===== config.mk =====
export PLATFORM = sky130hd
export DESIGN_NAME = hazard_scoreboard
export DESIGN_NICKNAME = d
export VERILOG_FILES = /design/src/rtl/hazard_scoreboard.sv
export SDC_FILE = /design/constraint.sdc
export NUM_CORES = 1
export LEC_CHECK = 0
export CORE_MARGIN = 4
export CORE_UTILIZATION = 45
export CTS_BUF_LIST = sky130_fd_sc_hd__clkbuf_4 sky130_fd_sc_hd__clkbuf_8
export CTS_CLUSTER_DIAMETER = 30
export DETAILED_ROUTE_END_ITERATION = 8
export PLACE_DENSITY_LB_ADDON = 0.25
export SETUP_SLACK_MARGIN = 0.05
export SKIP_CTS_REPAIR_TIMING = 1
export SYNTH_ARGS = -nofsm -noshare
export SYNTH_HDL_FRONTEND = slang
export SYNTH_SLANG_ARGS = --single-unit

===== constraint.sdc =====
create_clock -name clk -period 5.1 [get_ports clk]
set_input_delay 0.765 -clock clk [delete_from_list [all_inputs] [get_ports clk]]
set_output_delay 0.765 -clock clk [all_outputs]
set_load 0.01 [all_outputs]

===== src/rtl/hazard_scoreboard.sv =====
`default_nettype none
// ============================================================================
//  Module      : hazard_scoreboard
//  Description : Decode-stage RAW hazard detector built on a DEPTH-slot shift
//                scoreboard of in-flight register writes. Generates decode
//                stall, fetch/decode flush on redirect, a pending-write mask
//                and a saturating stall-cycle counter.
//  Revision    : 1.0 - initial release
// ============================================================================
module hazard_scoreboard #(
   parameter int REG_BITS  = 3,
   parameter int DEPTH     = 3,
   parameter int FWD       = 1,
   parameter int BYPASS_WB = 1
) (
   input  logic                   clk,
   input  logic                   rst_n,
   input  logic                   id_valid,
   input  logic [REG_BITS-1:0]    id_src0,
   input  logic [REG_BITS-1:0]    id_src1,
   input  logic [REG_BITS-1:0]    id_src2,
   input  logic                   id_src0_v,
   input  logic                   id_src1_v,
   input  logic                   id_src2_v,
   input  logic                   id_early,
   input  logic [REG_BITS-1:0]    id_dst,
   input  logic                   id_dst_v,
   input  logic                   id_is_load,
   input  logic                   pipe_hold,
   input  logic                   redirect,
   output logic                   stall_decode,
   output logic                   flush_fetch,
   output logic                   flush_decode,
   output logic [2**REG_BITS-1:0] pending_mask,
   output logic [15:0]            stall_count
);

   localparam int NREGS = 2**REG_BITS;
   // With a write-before-read register file the WB slot is already visible.
   localparam int WIN   = (BYPASS_WB != 0) ? DEPTH - 1 : DEPTH;

   // Scoreboard slots: index 0 is EX, index DEPTH-1 is WB.
   logic [DEPTH-1:0]    r_valid;
   logic [DEPTH-1:0]    r_dst_v;
   logic [DEPTH-1:0]    r_load;
   logic [REG_BITS-1:0] r_dst [DEPTH];
   logic [15:0]         r_stall_count;

   logic [DEPTH-1:0]    w_win;
   logic [DEPTH-1:0]    w_m0;
   logic [DEPTH-1:0]    w_m1;
   logic [DEPTH-1:0]    w_m2;
   logic                w_nofwd_hit;
   logic                w_early_hit;
   logic                w_load_use;
   logic                w_cond;
   logic                w_hazard;
   logic                w_issue;
   logic                w_count_en;
   logic [NREGS-1:0]    w_mask;

   // Per-slot source matches and hazard-window membership.
   generate
      for (genvar k = 0; k < DEPTH; k++) begin : g_match
         assign w_win[k] = (k < WIN) ? 1'b1 : 1'b0;
         assign w_m0[k]  = id_src0_v & r_valid[k] & r_dst_v[k] & (r_dst[k] == id_src0);
         assign w_m1[k]  = id_src1_v & r_valid[k] & r_dst_v[k] & (r_dst[k] == id_src1);
         assign w_m2[k]  = id_src2_v & r_valid[k] & r_dst_v[k] & (r_dst[k] == id_src2);
      end
   endgenerate

   // An early (decode-consumed) src0 cannot use forwarding, so it always
   // follows the no-forwarding rule; otherwise only load-use stalls with FWD.
   assign w_nofwd_hit = |((w_m0 | w_m1 | w_m2) & w_win);
   assign w_early_hit = |(w_m0 & w_win);
   assign w_load_use  = (w_m0[0] | w_m1[0] | w_m2[0]) & r_load[0];
   assign w_cond      = (FWD == 0) ? w_nofwd_hit : (w_load_use | (id_early & w_early_hit));
   assign w_hazard    = id_valid & w_cond;
   assign w_issue     = id_valid & ~w_hazard & ~redirect & ~pipe_hold;
   assign w_count_en  = w_hazard & ~pipe_hold & ~redirect & (r_stall_count != 16'hFFFF);

   assign stall_decode = w_hazard | pipe_hold;
   assign flush_fetch  = redirect & ~pipe_hold;
   assign flush_decode = redirect & ~pipe_hold;
   assign stall_count  = r_stall_count;
   assign pending_mask = w_mask;

   // Slot 0 captures the issuing instruction or a bubble unless frozen.
   always_ff @(posedge clk or negedge rst_n) begin
      if (!rst_n) begin
         r_valid[0] <= 1'b0;
         r_dst_v[0] <= 1'b0;
         r_load[0]  <= 1'b0;
         r_dst[0]   <= '0;
      end else if (!pipe_hold) begin
         r_valid[0] <= w_issue;
         r_dst_v[0] <= id_dst_v;
         r_load[0]  <= id_is_load;
         r_dst[0]   <= id_dst;
      end
   end

   // Older slots shift one stage toward WB on every unheld edge.
   generate
      for (genvar k = 1; k < DEPTH; k++) begin : g_shift
         // Slot k takes over the contents of slot k-1.
         always_ff @(posedge clk or negedge rst_n) begin
            if (!rst_n) begin
               r_valid[k] <= 1'b0;
               r_dst_v[k] <= 1'b0;
               r_load[k]  <= 1'b0;
               r_dst[k]   <= '0;
            end else if (!pipe_hold) begin
               r_valid[k] <= r_valid[k-1];
               r_dst_v[k] <= r_dst_v[k-1];
               r_load[k]  <= r_load[k-1];
               r_dst[k]   <= r_dst[k-1];
            end
         end
      end
   endgenerate

   // Pending-write mask: OR of one-hot destinations of live writing slots.
   always_comb begin
      w_mask = '0;
      for (int k = 0; k < DEPTH; k++) begin
         if (r_valid[k] && r_dst_v[k]) begin
            w_mask[r_dst[k]] = 1'b1;
         end
      end
   end

   // Saturating count of cycles lost to genuine hazard stalls.
   always_ff @(posedge clk or negedge rst_n) begin
      if (!rst_n) begin
         r_stall_count <= '0;
      end else if (w_count_en) begin
         r_stall_count <= r_stall_count + 16'd1;
      end
   end

endmodule
`default_nettype wire


==> key figures, run 1 <==
Route
  – DRT iter0 DRCs: 71
  – Pre-Repair DR Iteration Count: 4
  – Post-DRT Antenna Nets: 0
  – Via count: about 1.5k
  – Avg WL per Cell: ~15 µm
  – # DRC: 0
  – Vias/cell: 5.520
  – Final WL: 4.195 mm

Power
  – Leak: 0.001054 µW
  – Power Total: 618.0 µW
  – Peak supply drop: 0.1771 mV
  – Pwr dens: 250.7 nW/µm²

Clock tree
  – Buffer depth of the longest clock path: 2
  – Clk sinks: 32
  – # H-tree levels: 2
  – CTS tree: done
  – Cts bufs inserted: 5
  – Clock Latency Late Sink: between 0.2 and 0.3 ns
  – Root Driver: clkbuf_8
  – Clock slew at reported path FFs: 0.06 ns

Placed design
  – GPL Wtd Cong: 0.8363
  – I/O Buffers: 49
  – Hpwl dp: between 3 and 4 mm
  – Cells after DPL: about 270
  – Post-placement setup slack: ~1.4 ns

Logic synthesis
  – Synth area leaders: dfrtp_1 43%, mux2_2 9.7%, xor2_1 6.6%
  – Post-synth EDFFs: 0
  – Post-Syn Nets: 202
  – Yosys warnings: 0
  – Flops & latches, synth: 32
  – Synth Flop Type: dfrtp_1
  – Largest area contributor in the netlist: dfrtp_1
  – Asr flop ratio synth: 100.0%
  – Synth Cell Area: about 1900 µm²
  – Syn Inst Count: 178
  – Average size of a mapped cell: 10.49 µm²
  – Register area share after synthesis: 42.90%
  – Unique cell type count in the Yosys netlist: 37
  – Top-count cell post-synth: dfrtp_1
  – Area share of the largest cell type after synthesis: 42.90%
  – Post-synth top cells: 32 x dfrtp_1, 20 x nand2_1, 17 x nand3_1, 16 x mux2_2, 14 x xor2_1

Timing
  – Setup violators final: 0
  – Max-slew violation count: 0
  – Clk_skew: 0.007180 ns
  – Slew margin rel.: 43.61%
  – Crit share post-route: 72.09%
  – RSZ-0062 raised after global routing: no
  – Fmax: between 200 and 300 MHz
  – Hold Fails Final Rpt: 0
  – Slew @ Worst Pin: 0.8432 ns
  – Fin Setup TNS: 0 ns
  – Post-layout min period: about 3.7 ns
  – Final worst slack: 1.423 ns
  – Hold Slack: 0.5078 ns

Worst setup path
  – FF-to-FF End: stall_count[1]
  – Setup crit end: stall_decode
  – Setup crit end kind: output port
  – RR Startpoint: r_dst[8]
  – Critical Path Start Type: primary input
  – Worst setup path startpoint: id_src0[2]
  – R2R Setup Slk: roughly 3.0 ns
  – Crit-path max FO: 3
  – WP data required: 4.34 ns
  – Crit path kind: in2out
  – Reg2Reg Depth: 5
  – CP arrival: 2.91 ns

Layout
  – Final nets: 250
  – Final cell count without fillers: 277
  – # diodes: 0
  – Area delta synth->final: 32.04%
  – Share of cells above drive strength 1: 14.54%

Global route
  – First-pass GRT wire length: 7.134 mm
  – Vias in the first global route: about 1.5k
  – Largest net degree at the start of global routing: 33
  – Initial antenna violation count: 0
  – Grt ovf: 0
  – Total GRT Usage: 17.38%

Hold path
  – Hold Path Class: reg2reg

Floorplanning
  – Row count: 23
  – Die Y-Extent: 72.41 µm
  – IO Pins: 50
  – Core ar.: 4000 µm²
  – Initial core utilization: 46.67%
  – Die ar.: between 5000 and 6000 µm²
  – Die W: 72.41 µm

Outcome
  – Outcome: completed

Job
  – Max-cap violations: 0
==> logic make-up after synthesis <==
group,count (synthesis),synth area share (%)
fa+ha+maj,1,0.6701
simple gates,77,23.59
mux,17,10.19
xor+xnor,26,12.20
compound gates,14,6.837
buf+inv,11,3.619
flops,32,42.90
==> critical path: stages <==
cell and delay [ns]:
clkdlybuf4s50_1 0.46, xor2_1 0.16, nor4_1 0.54, o21ai_0 0.19, nand2_1 0.13, a21o_1 0.12, clkdlybuf4s50_1 0.53
==> metal layers <==
metal	routed length [µm]	vias up	global-route usage, %	share of wire [%]
met5	0	-	0	0
met2	1939	49	27.50	46
met3	204	10	3.740	4.9
met1	1957	742	22.71	47
li1	-	728	-	-
met4	94	0	8.197	2.2
==> where the power goes <==
group          internal, µW  leakage (µW)  switching, µW
sequential              273      0.000410           31.2
combinational          59.8      0.000592           44.3
clock                   121     0.0000523           88.9
==> how the worst min path moves through the flow <==
stage	slack, ns	to	startpoint	cells past startpoint
floorplan	0.47	r_dst[0]	rst_n	0
global placement	0.49	stall_count[15]	stall_count[15]	1
detailed placement	0.49	stall_count[8]	stall_count[8]	1
CTS	0.51	stall_count[8]	stall_count[8]	1
global route	0.52	stall_count[4]	stall_count[4]	1
finish	0.51	stall_count[10]	stall_count[10]	1
==> layout by cell type, fill, tap and decap left out, types with 2 or more instances in the layout <==
cell type,count
inv_1,2
a32oi_1,2
and4_1,3
and2_1,2
xor2_1,14
nor4_2,2
nor2b_1,5
nand2_1,20
clkbuf_8,6
clkbuf_4,2
nor2_1,7
nand3b_1,2
xnor2_1,12
nand4_1,5
dfrtp_1,32
clkdlybuf4s50_1,49
a22oi_1,4
mux2_2,16
nand3_1,17
and3_1,9
==> final cells by class <==
cell class / instances / area [µm²]
Clock buffer: 8 / 97.59
Fill cell: 355 / 1535
Inverter: 2 / 7.507
Multi-Input combinational cell: 135 / 998.5
Sequential cell: 32 / 800.8
Tap cell: 50 / 62.56
Timing Repair Buffer: 50 / 498.0
==> stage by stage <==
| stage | cell area (µm²) | util (%) |
|---|---|---|
| global placement | 2367 | 59.18 |
| floorplan | 1867 | - |
| CTS | 2465 | 61.62 |
| global route | 2465 | 61.62 |
| detailed placement | 2367 | 59.18 |
| finish | 2465 | 61.62 |
==> sequential cells by signal (all words and copies together), names as in the netlist <==
signal,flops
r_valid,3
stall_count,16
r_dst,9
r_dst_v,3
r_load,1
No activity file was read; power rests on OpenSTA's default activity.
==> run 2: changes to the inputs <==
- clock period: 5.1 -> 3.13 ns (I/O delays scaled with it)
==> key figures, run 2 (synthesized netlist as in run 1, its figures left out) <==
Outcome
  – Outcome: completed (unchanged)

Timing
  – Setup violators final: 0 (unchanged)
  – Fin Setup TNS: 0 ns (unchanged)
  – Crit share post-route: between 90% and 100%
  – Post-layout min period: 2.916 ns
  – Final worst slack: 0.2137 ns (was 1.423 ns)
  – Hold Fails Final Rpt: 0 (unchanged)
  – Slew margin rel.: 70.14% (was 43.61%)
  – RSZ-0062 raised after global routing: no (unchanged)
  – Slew @ Worst Pin: 0.4443 ns (was 0.8432 ns)
  – Fmax: about 340 MHz
  – Clk_skew: 0.007184 ns (was 0.007180 ns)
  – Max-slew violation count: 0 (unchanged)

Worst setup path
  – RR Startpoint: r_dst[7] (was r_dst[8])
  – CP cell instances: clkdlybuf4s50_1, xor2_1, nor4_4, o31ai_1, nand2_1, a21o_1, clkdlybuf4s50_1 (was clkdlybuf4s50_1, xor2_1, nor4_1, o21ai_0, nand2_1, a21o_1, clkdlybuf4s50_1)
  – Setup crit end kind: output port (unchanged)
  – R2R Setup Slk: 1.06 ns (was 2.97 ns)
  – CP arrival: 2.45 ns (was 2.91 ns)
  – Critical Path Start Type: primary input (unchanged)
  – Worst setup path startpoint: id_src0[2] (unchanged)
  – Reg2Reg Depth: 6 (was 5)
  – Crit path kind: in2out (unchanged)
  – Crit-path max cell delay: 0.54 ns (about the same)
  – Buffers & Inverters on Critical Path: 2 (unchanged)
  – Cell family with the largest share of critical-path delay: buffers and inverters (unchanged)
  – WP data required: 2.66 ns (was 4.34 ns)
  – Crit-path slowest cell: clkdlybuf4s50_1 (was nor4_1)
  – Most frequent CP cell: clkdlybuf4s50_1 (unchanged)
  – FF-to-FF End: stall_count[1] (unchanged)
  – Crit-path max FO: 3 (unchanged)

Power
  – Power Total: 974.3 µW (was 618.0 µW)
  – Pwr dens: 393.1 nW/µm² (was 250.7 nW/µm²)
  – Peak supply drop: 0.2788 mV (was 0.1771 mV)
  – Leak: 0.001067 µW (was 0.001054 µW)

Layout
  – # fillers: 352 (was 355)
  – # diodes: 0 (unchanged)
  – Most common cell after layout, fill and taps aside: clkdlybuf4s50_1 (unchanged)
  – Area delta synth->final: 32.77% (was 32.04%)
  – Most frequent cells in the layout: 49 x clkdlybuf4s50_1, 32 x dfrtp_1, 20 x nand2_1 (unchanged)
  – Share of cells above drive strength 1: 15.65% (was 14.54%)
  – Max reg flops: 16 (unchanged)
  – Final nets: 254 (was 250)

Global route
  – Vias in the first global route: 1605 (was 1530)
  – Total GRT Usage: 17.95% (was 17.38%)
  – Grt ovf: 0 (unchanged)
  – Largest net degree at the start of global routing: 33 (unchanged)
  – First-pass GRT wire length: 7.410 mm (was 7.134 mm)
  – Initial antenna violation count: 0 (unchanged)

Hold path
  – Hold Path Origin: stall_count[15] (was stall_count[10])
  – Hold depth: 1 (unchanged)
  – Worst Hold Endpoint: stall_count[15] (was stall_count[10])
  – Hold Path Class: reg2reg (unchanged)

Floorplanning
  – Die Y-Extent: 72.41 µm (unchanged)
  – IO Pins: 50 (unchanged)
  – Die ar.: 5243 µm² (unchanged)
  – Initial core utilization: 46.67% (unchanged)
  – Row count: 23 (unchanged)
  – Die W: 72.41 µm (unchanged)
  – Core ar.: 4000 µm² (unchanged)

Placed design
  – GPL Wtd Cong: 0.8312 (was 0.8363)
  – Hpwl dp: 3.234 mm (was 3.036 mm)
  – Post-placement setup slack: 0.2087 ns (was 1.426 ns)
  – I/O Buffers: 49 (unchanged)

Route
  – Via count: 1538 (was 1529)
  – Avg WL per Cell: 15.46 µm (was 15.14 µm)
  – Pre-Repair DR Iteration Count: 4 (unchanged)
  – Post-DRT Antenna Nets: 0 (unchanged)
  – DRT iter0 DRCs: 92 (was 71)
  – Vias/cell: 5.493 (was 5.520)
  – # DRC: 0 (unchanged)
  – Final WL: 4.330 mm (was 4.195 mm)

Clock tree
  – # H-tree levels: 2 (unchanged)
  – Clk sinks: 32 (unchanged)
  – Cts bufs inserted: 5 (unchanged)
  – Buffer depth of the longest clock path: 2 (unchanged)
  – Clock slew at reported path FFs: 0.06 ns (about the same)
  – CTS tree: done (unchanged)
  – Clock Latency Late Sink: 0.29 ns (was 0.28 ns)
  – Root Driver: clkbuf_8 (unchanged)

Job
  – Max-cap violations: 0 (unchanged)
==> run 2: worst max-delay path by stage <==
stage,to,slack (ns),depth (start not counted)
final,stall_decode,0.21,7
after global routing,stall_decode,0.06,7
after CTS,stall_decode,0.20,7
after detailed placement,stall_decode,0.21,7
after global placement,stall_decode,0.23,7
after floorplan,stall_decode,1.18,6
==> run 2: per-stage QoR <==
stage | cell area [µm²] | util, % | std cells | hold WS (ns)
2_1_floorplan | 1867 | - | 178 | 0.1739
3_3_place_gp | 2397 | 59.93 | 273 | 0.4899
3_5_place_dp | 2397 | 59.93 | 273 | 0.4930
4_1_cts | 2479 | 61.96 | 280 | 0.5057
5_1_grt | 2479 | 61.96 | 280 | 0.5477
6_report | 2479 | 61.96 | 280 | 0.5049
==> run 2: per-layer routing <==
metal	track usage [%]	share of wire, %	wire (µm)	vias up
li1	-	-	-	741
met1	23.35	44	1891	731
met2	28.72	48	2088	58
met3	5.263	7.0	303	8
met4	5.943	1.1	47	0
met5	0	0	0	-
==> run 2: cell type report <==
class,instances,area (µm²),share of cell area [%]
clock buffers,6,76.32,3.079
inverters,2,7.507,0.3029
multi-input cells,135,998.5,40.28
repair buffers,54,528.0,21.30
well taps,50,62.56,2.524
flip-flops and latches,32,800.8,32.31
clock inverters,1,5.005,0.2019
==> run 2: power by group <==
part / internal, µW / switching (µW) / total (µW)
Combinational: 100 / 74.2 / 174
Sequential: 445 / 50.2 / 496
Clock: 159 / 145 / 304
Total: 705 / 269 / 974
==> run 3: changes to the inputs <==
- clock period: 3.13 -> 3.1 ns (I/O delays scaled with it)
==> key figures, run 3 (synthesized netlist as in run 1, its figures left out) <==
Timing
  – Post-layout min period: 2.916 ns
  – Fin Setup TNS: 0 ns (unchanged)
  – Clk_skew: 0.009011 ns (was 0.007184 ns)
  – Crit share post-route: 94.06%
  – Max-slew violation count: 0 (unchanged)
  – Fmax: 343.0 MHz
  – RSZ-0062 raised after global routing: no (unchanged)
  – Setup violators final: 0 (unchanged)
  – Slew @ Worst Pin: 0.4134 ns (was 0.4443 ns)
  – Slew margin rel.: 72.44% (was 70.14%)
  – Hold Fails Final Rpt: 0 (unchanged)

Route
  – Pre-Repair DR Iteration Count: 4 (unchanged)
  – Vias/cell: 5.440 (was 5.493)
  – Post-DRT Antenna Nets: 0 (unchanged)
  – Final WL: 4.248 mm (was 4.330 mm)
  – Via count: 1534 (was 1538)
  – DRT iter0 DRCs: 76 (was 92)
  – Avg WL per Cell: 15.06 µm (was 15.46 µm)
  – # DRC: 0 (unchanged)

Worst setup path
  – Crit-path slowest cell: clkdlybuf4s50_1 (unchanged)
  – CP arrival: 2.45 ns (about the same)
  – Crit-path max FO: 3 (unchanged)
  – Reg2Reg Depth: 6 (unchanged)
  – Crit path kind: in2out (unchanged)
  – Most frequent CP cell: clkdlybuf4s50_1 (unchanged)
  – Critical Path Start Type: primary input (unchanged)
  – CP cell instances: clkdlybuf4s50_1, xor2_1, nor4_4, o31ai_1, nand2_1, a21o_1, clkdlybuf4s50_1 (unchanged)
  – Setup crit end kind: output port (unchanged)
  – Crit-path max cell delay: 0.54 ns (about the same)
  – WP data required: 2.63 ns (was 2.66 ns)

Floorplanning
  – Die Y-Extent: 72.41 µm (unchanged)
  – Die W: 72.41 µm (unchanged)
  – IO Pins: 50 (unchanged)
  – Core ar.: 4000 µm² (unchanged)
  – Row count: 23 (unchanged)
  – Initial core utilization: 46.67% (unchanged)
  – Die ar.: 5243 µm² (unchanged)

Layout
  – Most frequent cells in the layout: 49 x clkdlybuf4s50_1, 32 x dfrtp_1, 20 x nand2_1 (unchanged)
  – Area delta synth->final: 35.92% (was 32.77%)
  – # fillers: 340 (was 352)
  – Max reg flops: 16 (unchanged)
  – Final nets: 255 (was 254)
  – Register area: 800.8 µm² (unchanged)
  – # diodes: 0 (unchanged)
  – Post-route core utilization: 63.43% (was 61.96%)
  – Most common cell after layout, fill and taps aside: clkdlybuf4s50_1 (unchanged)
  – Multi-input gate area: 1005 µm² (was 998.5 µm²)
  – Share of cells above drive strength 1: 16.81% (was 15.65%)

Clock tree
  – Clk sinks: 32 (unchanged)
  – # H-tree levels: 2 (unchanged)
  – CTS tree: done (unchanged)
  – Buffer depth of the longest clock path: 2 (unchanged)
  – Clock slew at reported path FFs: 0.07 ns (was 0.06 ns)
  – Clock Latency Late Sink: 0.27 ns (was 0.29 ns)
  – Cts bufs inserted: 5 (unchanged)
  – Root Driver: clkbuf_8 (unchanged)

Global route
  – Grt ovf: 0 (unchanged)
  – Initial antenna violation count: 0 (unchanged)
  – Vias in the first global route: 1594 (was 1605)
  – Total GRT Usage: 17.06% (was 17.95%)
  – First-pass GRT wire length: 7.210 mm (was 7.410 mm)
  – Largest net degree at the start of global routing: 33 (unchanged)

Job
  – Max-cap violations: 0 (unchanged)

Placed design
  – GPL Wtd Cong: 0.8210 (was 0.8312)
  – Hpwl dp: 3.151 mm (was 3.234 mm)
  – I/O Buffers: 49 (unchanged)

Power
  – Pwr dens: 437.2 nW/µm² (was 393.1 nW/µm²)
  – Leak: 0.001093 µW (was 0.001067 µW)
  – Peak supply drop: 0.3111 mV (was 0.2788 mV)

Hold path
  – Hold depth: 1 (unchanged)
  – Hold Path Class: reg2reg (unchanged)

Outcome
  – Outcome: completed (unchanged)
[run 3: cell type report]
cell class / instances / area share, %
sequential: 32 / 31.56
timing repair buffer: 55 / 21.10
multi-input combinational: 135 / 39.60
clock buffer: 7 / 3.797
tap: 50 / 2.465
inverter: 2 / 0.2959
clock inverter: 1 / 1.183
[run 3: where the power goes]
group	total [µW]	leakage, µW	internal, µW	switching, µW
sequential	500	0.000410	450	50.7
clock	431	0.0000645	284	147
combinational	178	0.000619	101	76.9
total	1110	0.00109	835	275
[run 3: worst paths after layout]
check                      slack (ns)            start         endpoint
hold reg to reg                  0.51  stall_count[15]  stall_count[15]
setup / recovery                 0.18       id_src0[0]     stall_decode
max in group asynchronous        2.20            rst_n       r_valid[0]
hold / removal                   0.51  stall_count[15]  stall_count[15]
min in group asynchronous        0.59            rst_n       r_dst_v[2]
setup reg to reg                 0.98         r_dst[7]   stall_count[1]
[run 3: critical path: cells and delay by family]
family	cells	cell delay, ns
AND/OR/NAND/NOR	2	0.21
buffers and inverters	2	1.01
AO/OA/AOI/OAI	2	0.50
XOR/XNOR	1	0.27
[run 3: per-layer routing]
metal / GRT usage, % / vias up / wire length [µm]
met5: 0 / - / 0
met1: 22.24 / 744 / 1942
met3: 3.878 / 6 / 229
met2: 28.51 / 47 / 2012
li1: - / 737 / -
met4: 4.713 / 0 / 63
[run 3: stage by stage]
| step | setup WS, ns | instances | instance area, µm² | power [µW] | hold WS [ns] |
|---|---|---|---|---|---|
| finish | 0.1842 | 282 | 2537 | 1109 | 0.5147 |
| global route | 0.07667 | 282 | 2537 | 1155 | 0.5349 |
| CTS | 0.1660 | 282 | 2531 | 1119 | 0.5085 |
| detailed placement | 0.1799 | 274 | 2405 | 685.2 | 0.4950 |
| global placement | 0.2170 | 274 | 2405 | 681.3 | 0.4908 |
| floorplan | 1.152 | 178 | 1867 | 602.1 | 0.1694 |
